### config.mk
export PLATFORM = sky130hd
export DESIGN_NAME = pipe_stage_chain
export DESIGN_NICKNAME = d
export VERILOG_FILES = /design/src/rtl/arm_pipe_pkg.sv /design/src/rtl/pipe_stage_slot.sv /design/src/rtl/pipe_stage_chain.sv
export SDC_FILE = /design/constraint.sdc
export NUM_CORES = 1
export LEC_CHECK = 0
export CAP_MARGIN = 20
export CORE_MARGIN = 2
export CORE_UTILIZATION = 58
export CTS_CLUSTER_DIAMETER = 200
export CTS_CLUSTER_SIZE = 20
export DETAILED_ROUTE_END_ITERATION = 16
export PLACE_DENSITY = 0.85
export REMOVE_ABC_BUFFERS = 1
export SYNTH_ARGS = -nofsm -noshare
export SYNTH_HDL_FRONTEND = slang
export SYNTH_SLANG_ARGS = --single-unit
export TNS_END_PERCENT = 30
### constraint.sdc
create_clock -name clk -period 11.9 [get_ports clk]
set_input_delay 1.19 -clock clk [delete_from_list [all_inputs] [get_ports clk]]
set_output_delay 1.19 -clock clk [all_outputs]
set_load 0.01 [all_outputs]
### src/rtl/arm_pipe_pkg.sv
// Shared constants and types for the pipeline stage chain.
// The slot control struct is the only interface between the chain and its slots.
package arm_pipe_pkg;

    localparam int DefaultWidth = 32;
    localparam int DefaultDepth = 4;

    typedef struct packed {
        logic load;
        logic drop;
    } slotCtrl_t;

    // Bits needed to count 0..depth valid stages.
    function automatic int occWidth(input int depth);
        return $clog2(depth + 1);
    endfunction

endpackage

### src/rtl/pipe_stage_slot.sv
// One pipeline slot: a valid bit plus a payload register.
// Load wins over drop; with neither asserted the slot holds its contents.
module pipe_stage_slot
    import arm_pipe_pkg::*;
#(
    parameter int WIDTH = DefaultWidth
) (
    input  logic             clk,
    input  logic             rst,
    input  slotCtrl_t        ctrl,
    input  logic [WIDTH-1:0] loadData,
    output logic             valid,
    output logic [WIDTH-1:0] payload
);

    always_ff @(posedge clk or negedge rst) begin
        if (!rst) begin
            valid   <= 1'b0;
            payload <= '0;
        end else if (ctrl.load) begin
            valid   <= 1'b1;
            payload <= loadData;
        end else if (ctrl.drop) begin
            valid   <= 1'b0;
        end
    end

endmodule

### src/rtl/pipe_stage_chain.sv
// Elastic pipeline of DEPTH slots with bubble collapse, global stall and per-stage flush.
// The advance chain is resolved from the last stage backward, so in_valid never reaches out_valid.
module pipe_stage_chain
    import arm_pipe_pkg::*;
#(
    parameter int WIDTH = DefaultWidth,
    parameter int DEPTH = DefaultDepth
) (
    input  logic                         clk,
    input  logic                         rst,
    input  logic                         in_valid,
    input  logic [WIDTH-1:0]             in_data,
    output logic                         in_ready,
    output logic                         out_valid,
    output logic [WIDTH-1:0]             out_data,
    input  logic                         out_ready,
    input  logic                         stall,
    input  logic [DEPTH-1:0]             flush_mask,
    output logic [DEPTH-1:0]             stage_valid,
    output logic [occWidth(DEPTH)-1:0]   occupancy
);

    localparam int OccW = occWidth(DEPTH);
    localparam logic [OccW-1:0] OccOne = OccW'(1);

    logic [DEPTH-1:0] advance;
    logic [DEPTH-1:0] loadVec;
    logic [DEPTH-1:0] dropVec;
    logic [DEPTH-1:0] killedValid;
    logic [WIDTH-1:0] payload [DEPTH];
    logic             headRoom;
    logic             accept;
    logic             deliver;
    logic [OccW-1:0]  occNext;

    // room carries "the slot ahead is free or vacating" one stage further back each iteration.
    always_comb begin
        logic room;
        logic go;
        advance = '0;
        room    = out_ready;
        go      = 1'b0;
        for (int i = DEPTH - 1; i >= 0; i--) begin
            go         = stage_valid[i] && !flush_mask[i] && !stall && room;
            advance[i] = go;
            room       = !stage_valid[i] || go;
        end
        headRoom = room;
    end

    assign in_ready  = rst && !stall && (flush_mask == '0) && headRoom;
    assign out_valid = rst && stage_valid[DEPTH-1] && !flush_mask[DEPTH-1] && !stall;
    assign out_data  = payload[DEPTH-1];

    assign accept  = in_valid && in_ready;
    assign deliver = out_valid && out_ready;

    assign loadVec     = {advance[DEPTH-2:0], accept};
    assign dropVec     = flush_mask | advance;
    assign killedValid = stage_valid & flush_mask;

    for (genvar i = 0; i < DEPTH; i++) begin : gSlot
        logic [WIDTH-1:0] feed;
        slotCtrl_t        ctrl;

        if (i == 0) begin : gHead
            assign feed = in_data;
        end else begin : gBody
            assign feed = payload[i-1];
        end

        assign ctrl = '{load: loadVec[i], drop: dropVec[i]};

        pipe_stage_slot #(
            .WIDTH(WIDTH)
        ) uSlot (
            .clk      (clk),
            .rst      (rst),
            .ctrl     (ctrl),
            .loadData (feed),
            .valid    (stage_valid[i]),
            .payload  (payload[i])
        );
    end

    // A delivered stage is never a killed one, so the running value stays within 0..DEPTH.
    always_comb begin
        occNext = occupancy;
        if (accept) begin
            occNext = occNext + OccOne;
        end
        if (deliver) begin
            occNext = occNext - OccOne;
        end
        for (int i = 0; i < DEPTH; i++) begin
            if (killedValid[i]) begin
                occNext = occNext - OccOne;
            end
        end
    end

    always_ff @(posedge clk or negedge rst) begin
        if (!rst) begin
            occupancy <= '0;
        end else begin
            occupancy <= occNext;
        end
    end

endmodule

==> flow_metrics.py, run 1 <==
metrics = {
    "synth": {
        "netlist_area_um2": 5490,
        "syn_inst": 360,
        "synth_cell_types": 37,
        "ys_seq_area_share_pct": 61.6,
        "synth_area_per_cell_um2": 15.2,
        "synth_flop_cell": "dfrtp_1",
        "yosysWarnings": 0,
        "synthArstFlopShare_pct": 100,
        "synth_edf_count": 0,
        "yosys_register_bits": 135,
    },
    "clock_network": {
        "cts-root-buf": "clkbuf_8",
        "numCtsBuffers": 17,
        "cts_hold_buf": 0,
        "cts_resized": 0,
        "htree_levels": 4,
        "post-cts-setup-buffers": 0,
        "cts_tree": "built",
        "clock_latency_ps": 530,
        "cts.clk_slew.worst_paths_ps": 60,
        "cts.path.max_buffers": 2,
        "clock_sinks": 135,
    },
    "global_route": {
        "gr-usage-met3_pct": 5.94,
        "busiest_layer": "met2",
        "grt_overflow_total": 0,
        "use_met1_pct": 28.7,
        "grt_pass1_wl_mm": 16.9,
        "grt_use_total_pct": 22.0,
        "grt_max_degree": 88,
        "first_global_vias": 3429,
        "grtUsageMet2_pct": 34.9,
        "antenna_found_initial": 0,
    },
    "critical_path": {
        "crit_arrival_ps": 6550,
        "critPathRequiredTime_ps": 12340,
        "end_kind": "flop",
        "cp_num_buf_inv": 2,
        "slowest_stage": "clkdlybuf4s50_1",
        "worstSetupPathType": "primary input to flop",
        "worstPathMaxFanout": 36,
        "start_kind": "primary input",
        "cpLargestDelayFamily": "adder cells",
        "slowest_delay_ps": 550,
    },
    "route": {
        "wl_per_cell_um": 18.4,
        "via_count": 3193,
        "ant_nets": 0,
        "drc_errors": 0,
        "vias_per_cell": 5.58,
        "dr.pass1.iters": 4,
        "drt_iter0_markers": 126,
        "routed_wl_mm": 10.6,
    },
    "floorplan": {
        "boundaryPins": 82,
        "die-area_um2": 10300,
        "die_height_um": 101,
        "initial_utilization_pct": 59.7,
        "fp.dieW_um": 101,
        "num_rows": 35,
        "core-area_um2": 9200,
    },
    "timing": {
        "setup_viol": 0,
        "fin_crit_ps": 6110,
        "slew_headroom_pct": 42.4,
        "skew_ps": 13.0,
        "final_max_slew_viol_count": 0,
        "hold_violations": 0,
        "timing.final.crit_share_pct": 51.3,
        "setup_tns_ps": 0,
        "grt_setup_unrepaired": "false",
        "max_freq_mhz": 164,
        "worst_pin_slew_ps": 865,
    },
    "finish": {
        "drive_above_1_share_pct": 38.2,
        "syn2layout_area_growth_pct": 27.1,
        "final_nets": 495,
        "antenna_cells": 0,
        "final_util_pct": 75.8,
    },
    "flow_run": {
        "cap_violations": 0,
    },
    "placement": {
        "place_hpwl_mm": 6.69,
        "port_buffers": 81,
        "place_congestion": 0.798,
    },
    "power": {
        "p_per_area_nw_per_um2": 157,
        "vdd_ir_drop_max_v": 0.000102,
        "leakage_nw": 3.32,
    },
    "hold_path": {
        "hold_path.class": "flop to flop",
    },
    "status": {
        "outcome": "finished clean",
    },
}
-- worst reg2reg max path, cell delays in order (launching register included) --
cell and delay [ps]:
dfrtp_1 460, o21a_1 140, a31o_2 270, a31oi_4 180, buf_4 450, mux2i_1 430, ha_1 310, nand2_1 110
nand2_1 80, ha_1 290, nor2_1 170, a31oi_1 90, ha_1 360, o21ai_0 180, nor2_1 70, ha_1 320
nand3_1 80, o21ai_0 110, ha_1 220, nand3_1 90, xnor2_1 140, xnor2_1 150, xnor2_1 150, xnor2_1 150
xnor2_1 130
-- path summary, 6_finish.rpt --
kind                                      startpoint  cells past startpoint                        end  slack (ps)
max                                    flush_mask[3]                     25               occupancy[2]        5790
min                        gSlot[1].uSlot.payload[1]                      1  gSlot[2].uSlot.payload[1]         500
max reg2reg                     gSlot[2].uSlot.valid                     24               occupancy[2]        6720
min reg2reg                gSlot[1].uSlot.payload[1]                      1  gSlot[2].uSlot.payload[1]         500
max in group asynchronous                        rst                      3  gSlot[2].uSlot.payload[3]       10340
min in group asynchronous                        rst                      1       gSlot[3].uSlot.valid         590
-- cell families after synthesis --
logic type / count (synthesis) / share of synthesized area [%]
flops: 135 / 61.6
mux: 130 / 26.6
simple gates: 31 / 2.87
buf+inv: 23 / 1.98
compound gates: 22 / 3.10
xor+xnor: 13 / 2.46
fa+ha+maj: 6 / 1.37
-- final cells by class --
type	count	area [um^2]
clock inverters	15	131
flip-flops and latches	135	3380
inverters	4	15.0
multi-input cells	202	2010
clock buffers	17	414
repair buffers	88	885
well taps	111	139
fillers	549	2220
-- cells in the final DEF, fill, tap and decap left out, types with 2 or more instances in the layout --
cell,synthesis,routed
dfrtp_1,135,135
mux2_2,128,128
clkdlybuf4s50_1,0,80
clkbuf_16,0,16
nand2_1,13,13
xnor2_1,9,9
inv_6,0,7
nand3_1,6,6
ha_1,6,6
buf_4,4,6
inv_1,4,4
o21ai_0,4,4
clkinvlp_4,0,4
nand2b_1,3,3
nor2_1,3,3
o21a_1,2,2
mux2i_1,2,2
xor2_1,2,2
a31oi_1,2,2
a21oi_1,2,2
o21bai_1,2,2
clkinv_4,0,2
inv_8,0,2
-- per-stage QoR --
step	instance area [um^2]	total power [W]	std cells	worst slack, ps	hold slack, ps
after floorplan	5390	0.000565	341	4670	475
final	6970	0.00110	572	5790	497
after global routing	6970	0.00114	572	5470	513
after CTS	6950	0.00110	571	5830	504
after global placement	6400	0.000612	539	5590	480
after detailed placement	6400	0.000619	539	5350	489
-- report_power, final --
group	total, W	switching, W	leakage (nW)	internal (W)
Sequential	0.000497	0.0000154	1.86	0.000482
Clock	0.000479	0.000215	0.257	0.000264
Combinational	0.000120	0.0000561	1.21	0.0000636
-- synthesized netlist by cell type, types with 2 or more instances --
library cell	n	area share (%)
dfrtp_1	135	62
mux2_2	128	26
nand2_1	13	0.89
xnor2_1	9	1.4
buf_2	6	0.55
clkbuf_1	6	0.41
ha_1	6	1.4
nand3_1	6	0.55
buf_4	4	0.55
inv_1	4	0.27
o21ai_0	4	0.36
buf_1	3	0.21
nand2b_1	3	0.34
nor2_1	3	0.21
a21oi_1	2	0.18
a31oi_1	2	0.23
and3_1	2	0.23
mux2i_1	2	0.36
o21a_1	2	0.27
o21bai_1	2	0.27
xor2_1	2	0.32
-- state kept, by name, indices dropped and copies added (netlist names) --
name and count:
occupancy 3, gSlot.uSlot.valid 4, gSlot.uSlot.payload 128
-- metal layers --
layer,vias up,wire length (um)
li1,1456,-
met5,-,0
met1,1631,4590
met2,87,5250
met4,0,231
met3,19,482
(Power assumes the default switching activity.)
==> inputs of run 2 (changes only) <==
Settings changed: CORE_UTILIZATION 58 to 54, PLACE_DENSITY 0.85 to 0.8.
Clock period 11.9 ns to 6.27 ns, I/O delays scaled along.
==> run 2 against run 1 <==
Non-clock buffer count unchanged. Clock-buffer cell count unchanged. Utilization down 4.4 points. Worst setup slack worse by 4700 ps. Clock power up 100%. Sequential cell count unchanged.
==> flow_metrics.py, run 2 (same netlist as run 1, synthesis figures left out) <==
metrics = {
    "status": {
        "outcome": "finished clean",
    },
    "timing": {
        "grt_setup_unrepaired": "false",
        "timing.final.crit_share_pct": 83.1,
        "fin_ws_ps": 1060,
        "hold_violations": 0,
        "setup_viol": 0,
        "fin_crit_ps": 5210,
        "final_max_slew_viol_count": 0,
        "skew_ps": 10.3,
        "worst_pin_slew_ps": 956,
        "max_freq_mhz": 192,
        "slew_headroom_pct": 36.3,
    },
    "route": {
        "vias_per_cell": 5.39,
        "drc_errors": 0,
        "drt_iter0_markers": 138,
        "ant_nets": 0,
        "via_count": 3201,
        "routed_wl_mm": 10.3,
        "dr.pass1.iters": 5,
        "wl_per_cell_um": 17.3,
    },
    "global_route": {
        "grt_overflow_total": 0,
        "antenna_found_initial": 0,
        "grt_use_total_pct": 20.4,
        "first_global_vias": 3409,
        "grt_max_degree": 77,
        "grt_pass1_wl_mm": 17.2,
    },
    "finish": {
        "final_util_pct": 71.5,
        "top_register": "gSlot.uSlot.payload",
        "drive_above_1_share_pct": 38.2,
        "largest_register_ffs": 128,
        "syn2layout_area_growth_pct": 27.9,
        "reg.largest.list": "gSlot.uSlot.payload x128, gSlot.uSlot.valid x4, occupancy x3",
        "num-fill-cells": 699,
        "final_nets": 495,
        "antenna_cells": 0,
        "final_common_cell": "dfrtp_1",
        "final_cell_mix": "135 x dfrtp_1, 128 x mux2_2, 80 x clkdlybuf4s50_1",
    },
    "clock_network": {
        "numCtsBuffers": 17,
        "cts.path.max_buffers": 2,
        "cts_resized": 0,
        "cts-root-buf": "clkbuf_8",
        "clock_latency_ps": 510,
        "cts.clk_slew.worst_paths_ps": 60,
        "cts_hold_buf": 0,
        "post-cts-setup-buffers": 0,
        "htree_levels": 4,
        "clock_sinks": 135,
        "cts_tree": "built",
    },
    "critical_path": {
        "crit_arrival_ps": 5650,
        "worstSetupPathType": "primary input to flop",
        "worstPathMaxFanout": 8,
        "cp_num_buf_inv": 1,
        "r2r-end": "occupancy[2]",
        "worstReg2RegStart": "gSlot[3].uSlot.valid",
        "end_kind": "flop",
        "critPathRequiredTime_ps": 6710,
        "cpLargestDelayFamily": "adder cells",
        "slowest_delay_ps": 590,
        "start_kind": "primary input",
        "crit_chain": "clkdlybuf4s50_1 -> nand2b_1 -> a31o_2 -> a31oi_4 -> mux2i_1 -> ha_1 -> nand2_1 -> nand2_1 -> ha_1 -> nor2_1 -> a31oi_1 -> ha_1 -> o21ai_0 -> nor2_1 -> ha_1 -> nand3_1 -> o21ai_0 -> ha_1 -> nand3_1 -> xnor2_1 -> xnor2_1 -> xnor2_1 -> xnor2_1 -> xnor2_1",
        "worstRegToRegCells": 22,
        "slowest_stage": "clkdlybuf4s50_1",
        "r2r_setup_slack_ps": 1480,
    },
    "placement": {
        "place_congestion": 0.824,
        "dpl_worst_slack_ps": 687,
        "port_buffers": 81,
        "place_hpwl_mm": 6.59,
    },
    "power": {
        "vdd_ir_drop_max_v": 0.000158,
        "leakage_nw": 3.34,
        "report.power.total_w": 0.00212,
        "p_per_area_nw_per_um2": 302,
    },
    "floorplan": {
        "initial_utilization_pct": 55.9,
        "fp.dieW_um": 105,
        "num_rows": 36,
        "core-area_um2": 9820,
        "die_height_um": 105,
        "boundaryPins": 82,
        "die-area_um2": 11000,
    },
    "flow_run": {
        "cap_violations": 0,
    },
    "hold_path": {
        "hold_path.class": "primary input to asynchronous set/reset pin",
    },
}
-- run 2: worst reg2reg max path: stages, from the launching register on --
cell and delay (ps):
dfrtp_1 520, a31o_2 360, a31oi_4 260, mux2i_1 390
ha_1 310, nand2_1 110, nand2_1 80, ha_1 300
nor2_1 150, a31oi_1 70, ha_1 340, o21ai_0 170
nor2_1 70, ha_1 340, nand3_1 110, o21ai_0 120
ha_1 220, nand3_1 90, xnor2_1 140, xnor2_1 150
xnor2_1 150, xnor2_1 150, xnor2_1 130
-- run 2: report_power, final --
group          switching [W]  internal (W)  total, W
Sequential         0.0000261      0.000915  0.000941
Clock               0.000383      0.000575  0.000957
Combinational       0.000102      0.000120  0.000222
Total               0.000511       0.00161   0.00212
-- run 2: metal layers --
layer | routed length [um] | vias up | GRT usage (%)
li1 | - | 1457 | -
met1 | 4570 | 1662 | 25.5
met2 | 5200 | 73 | 33.8
met3 | 380 | 9 | 4.68
met4 | 111 | 0 | 9.33
met5 | 0 | - | 0
-- run 2: cell type report --
cell class / count / area, um^2 / share of cell area [%]
Tap cell: 133 / 166 / 2.37
Clock inverter: 15 / 166 / 2.37
Clock buffer: 17 / 414 / 5.90
Timing Repair Buffer: 88 / 865 / 12.3
Inverter: 4 / 15.0 / 0.214
Sequential cell: 135 / 3380 / 48.1
Multi-Input combinational cell: 202 / 2010 / 28.7
-- run 2: metrics by stage --
| stage | TNS [ps] | instance area (um^2) | hold WS, ps | std cells |
|---|---|---|---|---|
| floorplan | -12590 | 5390 | 331 | 341 |
| global placement | 0 | 6440 | 481 | 562 |
| detailed placement | 0 | 6440 | 488 | 562 |
| CTS | 0 | 7020 | 383 | 594 |
| global route | 0 | 7020 | 417 | 594 |
| finish | 0 | 7020 | 337 | 594 |
-- run 2: worst max path at each step --
stage	from	end	slack [ps]	depth (start not counted)
after CTS	flush_mask[3]	occupancy[2]	1170	24
after global routing	flush_mask[3]	occupancy[2]	800	24
after detailed placement	flush_mask[3]	occupancy[2]	690	24
after floorplan	flush_mask[3]	gSlot[3].uSlot.payload[0]	-390	3
after global placement	flush_mask[3]	occupancy[2]	940	24
final	flush_mask[3]	occupancy[2]	1060	24
==> inputs of run 3 (changes only) <==
Clock period 6.27 ns to 5.2 ns, I/O delays scaled along.
==> run 3 against run 2 <==
Non-clock buffer count up 5. Highest routed layer unchanged. Register-to-register slack worse by 820 ps. Sequential share of layout area down 0.24 points. Wire length up 5.3%. Sequential power up 21%. Power up 21%. Clock-buffer cell count up 5. Combinational power up 19%. Sequential cell count unchanged. Cell count up 0.67%. Cell area up 0.50%.
==> flow_metrics.py, run 3 (same netlist as run 1, synthesis figures left out) <==
metrics = {
    "floorplan": {
        "num_rows": 36,
        "boundaryPins": 82,
        "die-area_um2": 11000,
        "fp.dieW_um": 105,
        "die_height_um": 105,
        "core-area_um2": 9820,
        "initial_utilization_pct": 55.9,
    },
    "finish": {
        "final_cell_mix": "135 x dfrtp_1, 128 x mux2_2, 80 x clkdlybuf4s50_1",
        "top_register": "gSlot.uSlot.payload",
        "final_nets": 500,
        "final_common_cell": "dfrtp_1",
        "syn2layout_area_growth_pct": 28.5,
        "largest_register_ffs": 128,
        "reg.largest.list": "gSlot.uSlot.payload x128, gSlot.uSlot.valid x4, occupancy x3",
        "antenna_cells": 0,
        "layoutNonFillerInstCount": 598,
        "drive_above_1_share_pct": 38.1,
    },
    "global_route": {
        "grt_pass1_wl_mm": 18.2,
        "grt_overflow_total": 0,
        "grt_use_total_pct": 21.8,
        "first_global_vias": 3581,
        "antenna_found_initial": 0,
        "grt_max_degree": 75,
    },
    "timing": {
        "fin_ws_ps": 492,
        "grt_setup_unrepaired": "false",
        "skew_ps": 4.85,
        "hold_violations": 0,
        "setup_viol": 0,
        "final_max_slew_viol_count": 0,
        "timing.final.crit_share_pct": 90.5,
        "max_freq_mhz": 212,
        "worst_pin_slew_ps": 903,
        "slew_headroom_pct": 39.8,
        "fin_crit_ps": 4710,
    },
    "placement": {
        "place_hpwl_mm": 6.92,
        "port_buffers": 81,
        "dp_cells": 567,
        "dpl_worst_slack_ps": 23.8,
        "place_congestion": 0.869,
    },
    "clock_network": {
        "clock_latency_ps": 520,
        "cts-root-buf": "clkbuf_8",
        "cts_hold_buf": 0,
        "htree_levels": 4,
        "cts.path.max_buffers": 2,
        "cts.clk_slew.worst_paths_ps": 60,
        "cts_tree": "built",
        "clock_sinks": 135,
        "numCtsBuffers": 17,
        "cts_resized": 0,
        "post-cts-setup-buffers": 0,
    },
    "route": {
        "dr.pass1.iters": 4,
        "vias_per_cell": 5.40,
        "routed_wl_mm": 10.8,
        "ant_nets": 0,
        "drt_iter0_markers": 125,
        "drc_errors": 0,
        "via_count": 3229,
        "wl_per_cell_um": 18.1,
    },
    "power": {
        "vdd_ir_drop_max_v": 0.000285,
        "p_per_area_nw_per_um2": 364,
        "leakage_nw": 3.36,
    },
    "status": {
        "outcome": "finished clean",
    },
    "critical_path": {
        "r2r_setup_slack_ps": 660,
        "end_kind": "flop",
        "r2r-end": "occupancy[2]",
        "start_kind": "primary input",
        "setup.worst_path.start": "flush_mask[2]",
        "crit_arrival_ps": 5150,
        "worstPathMaxFanout": 4,
        "endpoint": "occupancy[2]",
        "worstRegToRegCells": 23,
        "worstReg2RegStart": "gSlot[2].uSlot.valid",
        "critPathRequiredTime_ps": 5640,
        "worstSetupPathType": "primary input to flop",
    },
    "flow_run": {
        "cap_violations": 0,
    },
    "hold_path": {
        "hold_path.class": "primary input to asynchronous set/reset pin",
    },
}
## run 3: worst min-delay path by stage
stage / startpoint / end / slack [ps] / cells after the start
global route: rst / gSlot[2].uSlot.valid / 220 / 2
floorplan: rst / gSlot[0].uSlot.payload[0] / 220 / 0
finish: rst / occupancy[1] / 190 / 2
global placement: gSlot[1].uSlot.payload[26] / gSlot[2].uSlot.payload[26] / 480 / 1
CTS: rst / occupancy[1] / 200 / 2
detailed placement: gSlot[0].uSlot.payload[28] / gSlot[1].uSlot.payload[28] / 490 / 1
## run 3: cell type report
type                            count  area, um^2
Clock buffer                       22         453
Clock inverter                      9         125
Fill cell                         692        2770
Inverter                            4        15.0
Multi-Input combinational cell    202        2010
Sequential cell                   135        3380
Tap cell                          133         166
Timing Repair Buffer               93         902
## run 3: power by group
group          internal, W  switching (W)  total, W
combinational     0.000147       0.000117  0.000264
clock             0.000749       0.000416   0.00116
sequential         0.00110      0.0000326   0.00114
total              0.00200       0.000565   0.00257
## run 3: metal layers
metal	GRT usage, %	part of all wire [%]
met4	7.90	1.4
met2	35.2	50
met1	27.7	44
met5	0	0
met3	6.92	4.5
## run 3: worst max-delay path, stage by stage
cell	delay (ps)
clkdlybuf4s50_1	490
nor4b_2	370
nand3_1	190
a31oi_4	240
mux2i_1	290
ha_1	270
nand2_1	100
nand2_1	70
ha_1	280
nor2_1	160
a31oi_1	60
ha_1	330
o21ai_0	180
nor2_1	60
ha_1	320
nand3_1	80
o21ai_0	90
ha_1	210
nand3_1	100
xnor2_1	140
xnor2_1	160
xnor2_1	150
xnor2_1	150
xnor2_1	140
## run 3: metrics by stage
stage                     total power [W]  TNS (ps)  utilization [%]  hold WS [ps]  area [um^2]
final                             0.00257         0             71.8           190         7050
after detailed placement          0.00142         0             65.9           486         6470
after global routing              0.00268         0             71.8           219         7050
after global placement            0.00141         0             65.9           481         6470
after CTS                         0.00259         0             71.8           198         7050
after floorplan                   0.00129    -43400                -           224         5390
